### config.mk
export PLATFORM = sky130hd
export DESIGN_NAME = ptr_gen
export DESIGN_NICKNAME = d
export VERILOG_FILES = /design/src/rtl/ptr_gen.sv
export SDC_FILE = /design/constraint.sdc
export NUM_CORES = 1
export LEC_CHECK = 0
export ABC_AREA = 1
export CAP_MARGIN = 20
export CORE_ASPECT_RATIO = 1.2
export CORE_MARGIN = 3
export CORE_UTILIZATION = 38
export CTS_BUF_LIST = sky130_fd_sc_hd__clkbuf_8
export CTS_CLUSTER_DIAMETER = 100
export DETAILED_ROUTE_END_ITERATION = 6
export GPL_TIMING_DRIVEN = 1
export HOLD_SLACK_MARGIN = 0.05
export PLACE_DENSITY = 0.71
export SLEW_MARGIN = 20
export SYNTH_ARGS = -nofsm -noshare
export SYNTH_HDL_FRONTEND = slang
export SYNTH_SLANG_ARGS = --single-unit
### constraint.sdc
create_clock -name clk -period 3.5 [get_ports clk]
set_input_delay 0.525 -clock clk [delete_from_list [all_inputs] [get_ports clk]]
set_output_delay 0.525 -clock clk [all_outputs]
set_load 0.05 [all_outputs]
### src/rtl/ptr_gen.sv
// FIFO pointer generator for one clock domain: local binary/Gray pointer,
// remote-pointer synchroniser, occupancy estimate and almost flag.
module ptr_gen #(
  parameter int STATE       = 0,
  parameter int ADDR_WIDTH  = 4,
  parameter int SYNC_STAGES = 2,
  parameter int THRESH      = 2
) (
  input  logic                  clk,
  input  logic                  rst,
  input  logic                  inc,
  input  logic                  blocked,
  input  logic [ADDR_WIDTH:0]   ptr_rmt_async,
  output logic                  accept,
  output logic [ADDR_WIDTH-1:0] addr,
  output logic [ADDR_WIDTH:0]   ptr_gray,
  output logic [ADDR_WIDTH:0]   ptr_rmt_sync,
  output logic [ADDR_WIDTH:0]   level,
  output logic                  almost,
  output logic                  err
);

  localparam int DEPTH = 1 << ADDR_WIDTH;
  localparam logic [ADDR_WIDTH:0] FULL_MARK  = (ADDR_WIDTH+1)'(DEPTH - THRESH);
  localparam logic [ADDR_WIDTH:0] EMPTY_MARK = (ADDR_WIDTH+1)'(THRESH);

  function automatic logic [ADDR_WIDTH:0] gray2bin(input logic [ADDR_WIDTH:0] g);
    logic [ADDR_WIDTH:0] b;
    b[ADDR_WIDTH] = g[ADDR_WIDTH];
    for (int i = ADDR_WIDTH - 1; i >= 0; i--) begin
      b[i] = b[i+1] ^ g[i];
    end
    return b;
  endfunction

  logic [ADDR_WIDTH:0] bin_q, bin_d;
  logic [ADDR_WIDTH:0] gray_q, gray_d;
  logic [ADDR_WIDTH:0] sync_q [SYNC_STAGES];
  logic [ADDR_WIDTH:0] sync_d [SYNC_STAGES];
  logic [ADDR_WIDTH:0] level_q, level_d;
  logic                almost_q, almost_d;
  logic                err_q, err_d;
  logic [ADDR_WIDTH:0] rbin;

  // Stage: local pointer advance and remote pointer synchroniser inputs
  always_comb begin
    accept = inc & ~blocked;
    bin_d  = bin_q;
    if (accept) begin
      bin_d = bin_q + (ADDR_WIDTH+1)'(1);
    end
    // Gray is derived from the next binary value so it is glitch-free at the flop output
    gray_d = bin_d ^ (bin_d >> 1);
    err_d  = err_q | (inc & blocked);
    sync_d[0] = ptr_rmt_async;
    for (int i = 1; i < SYNC_STAGES; i++) begin
      sync_d[i] = sync_q[i-1];
    end
  end

  // Stage: occupancy estimate from the registered local and synchronised remote pointers
  always_comb begin
    rbin     = gray2bin(sync_q[SYNC_STAGES-1]);
    level_d  = '0;
    almost_d = 1'b0;
    if (STATE == 1) begin
      level_d  = bin_q - rbin;
      almost_d = (level_d >= FULL_MARK);
    end else begin
      level_d  = rbin - bin_q;
      almost_d = (level_d <= EMPTY_MARK);
    end
  end

  always_ff @(posedge clk or posedge rst) begin
    if (rst) begin
      bin_q    <= '0;
      gray_q   <= '0;
      level_q  <= '0;
      almost_q <= (STATE == 0);
      err_q    <= 1'b0;
      for (int i = 0; i < SYNC_STAGES; i++) begin
        sync_q[i] <= '0;
      end
    end else begin
      bin_q    <= bin_d;
      gray_q   <= gray_d;
      level_q  <= level_d;
      almost_q <= almost_d;
      err_q    <= err_d;
      for (int i = 0; i < SYNC_STAGES; i++) begin
        sync_q[i] <= sync_d[i];
      end
    end
  end

  assign addr         = bin_q[ADDR_WIDTH-1:0];
  assign ptr_gray     = gray_q;
  assign ptr_rmt_sync = sync_q[SYNC_STAGES-1];
  assign level        = level_q;
  assign almost       = almost_q;
  assign err          = err_q;

endmodule

==> impl_metrics.ini <==
[logic_synthesis]
synth_most_common_cell = nand2_1
yosys-top-cells-area = dfrtp_1 54%, nand2_1 9.0%, inv_1 6.1%
synth_cell_type_count = 19
ys.flop_type = dfrtp_1
synth_edf_count = 0
synth_cells = 119
ys_warn_count = 0
synth-async-reset-ratio_pct = 100
synth_area_mm2 = 0.00116
yosysTopAreaCell = dfrtp_1
postSynthAreaPerCell_um2 = 9.78
yosys.area.top_type_share_pct = 53.8
ys_ff_latch = 26
synth_common_cells = 28 x nand2_1, 25 x dfrtp_1, 19 x inv_1
synth_nets = 134
ys_seq_area_share_pct = 56.0

[power]
clkPwrFrac_pct = 12.8
power_frac_seq_pct = 31.2
leakage_nw = 0.765
power_density_mw_per_mm2 = 946
combPwrFrac_pct = 56.0
netSwitchingFraction_pct = 47.3
total_power_w = 0.00148
p_sw_w = 0.000699
ir_drop_mv = 0.509
intPower_w = 0.000778

[final_layout]
seqCellArea_um2 = 652
multi_input_area_um2 = 430
synthToLayoutAreaGrowth_pct = 34.2
fillers = 258
antenna_cells = 0
fin_nets = 169
final_area_mm2 = 0.00156
drive_gt1_share_pct = 11.1

[floorplan]
die_h_um = 66.6
start_util_pct = 40.6
core_mm2 = 0.00286
pin_count = 31
dieWidth_um = 56.5
design.die.area_mm2 = 0.00377
num_rows = 21

[route]
viasPerCell = 4.71
routed-via-count = 880
ant_nets = 0
drc = 0
firstDrtPassIters = 2
drt_iter0_markers = 16
finalWirelength_mm = 2.12
wl_per_cell_um = 11.3

[cts]
numClockSinks = 26
path_clk_slew_ns = 0.08
ctsResizeCount = 0
cts-root-buf = clkbuf_8
cts-buffers-inserted = 3
insertion_delay_ns = 0.27
clockBufferDepth = 2
cts_tree = yes
htree_levels = 1
post_cts_buffers = 0
cts-hold-fix-buffers = 0

[placement]
dpl-instance-area_mm2 = 0.00151
numPortBuffers = 30
dp_hpwl_mm = 1.69
dp_slack_ns = 0.881
globalplace.congestion = 0.775

[setup_path]
endpoint_kind = output port
cp_data_arrival_time_ns = 2.11
reg2reg_slack_ns = 1.37
r2r_cells = 14
timing.rr.start = ptr_rmt_sync[4]
cp.required_ns = 2.97
rr_endpoint = almost
critPathLaunchType = input pin
crit_end = accept
path_max_fanout = 7
critical_path_class = input pin to output port
crit_start = inc

[grt]
antenna_found_initial = 0
grt.total_usage_pct = 12.8
grt_max_degree = 27
grt_pass1_vias = 943
grt_pass1_wl_mm = 3.82
grt-ovfl-total = 0

[timing]
fmax_mhz = 379
max-slew-margin-rel_pct = 39.6
setup_viol = 0
layout_setup_ws_ns = 0.863
final_max_slew_viol_count = 0
finalCriticalPeriod_ns = 2.64
rsz0062_at_grt = no
hold_violations = 0
skew_ns = 0.00535
worst_slew_pin_slew_ns = 0.906
tns_ns = 0
period_share_pct = 75.3

[run]
maxCapViolCount = 0

[outcome]
status = completed

[min_path]
min_path_type = flip-flop to flip-flop
## cells in the final DEF (no fill, tap or decap), drive strengths merged
cell type,count
ha,5
dfrtp,25
xnor2,3
xor2,3
inv,21
dfstp,1
clkbuf,4
a21oi,2
a21o,1
nor2,4
nand4,2
o21ai,2
nand3,14
clkdlybuf4s50,30
nand2,35
fa,1
## worst max-delay path, cell delays in order
cell and delay, ns:
clkdlybuf4s50_1 0.54, nand2_2 0.12, inv_4 0.11, clkdlybuf4s50_1 0.81
## cell type report
type                       instances  share of cell area, %
sequential                        26                   41.7
multi-input combinational         72                   27.6
timing repair buffer              30                   19.2
inverter                          21                   5.21
clock buffer                       4                   3.53
tap                               34                   2.72
## power by group through the flow
| stage | Clock (W) | Combinational, W | Sequential [W] |
|---|---|---|---|
| finish | 0.000190 | 0.000827 | 0.000461 |
| global route | 0.000212 | 0.000896 | 0.000475 |
| CTS | 0.000194 | 0.000839 | 0.000461 |
| detailed placement | 0 | 0.000836 | 0.000466 |
| global placement | 0 | 0.000824 | 0.000467 |
| floorplan | 0 | 0.000295 | 0.000760 |
## stage by stage
stage,std cells,hold slack [ns],utilization [%]
2_1_floorplan,119,0.331,-
3_3_place_gp,183,0.332,52.6
3_5_place_dp,183,0.338,52.6
4_1_cts,187,0.359,54.5
5_1_grt,187,0.372,54.5
6_report,187,0.355,54.5
## sequential cells by signal (all words and copies together), names as in the netlist
register,flops
almost,1
bin_q,5
err,1
level,5
ptr_gray,4
ptr_rmt_sync,5
sync_d,5
## logic make-up after synthesis
kind of cell             synth area share [%]
adder cells (fa/ha/maj)                  7.10
buffers and inverters                    6.99
XOR/XNOR                                 4.52
flip-flops                               56.0
AND/OR/NAND/NOR                          22.0
AO/OA/AOI/OAI                            3.33
## worst min path at each step
stage | start | to | slack (ns) | cells after the start
global placement | sync_d[4] | ptr_rmt_sync[4] | 0.33 | 0
CTS | sync_d[0] | ptr_rmt_sync[0] | 0.36 | 0
finish | sync_d[0] | ptr_rmt_sync[0] | 0.35 | 0
global route | sync_d[2] | ptr_rmt_sync[2] | 0.37 | 0
detailed placement | sync_d[0] | ptr_rmt_sync[0] | 0.34 | 0
floorplan | sync_d[0] | ptr_rmt_sync[0] | 0.33 | 0
## routing by layer
layer | global-route usage, % | up-vias | routed length, um
met5 | 0 | - | 0
met4 | 5.34 | 0 | 25
met3 | 2.91 | 6 | 91
met2 | 24.6 | 21 | 1150
met1 | 13.2 | 418 | 856
li1 | - | 435 | -
(Power assumes the default switching activity.)
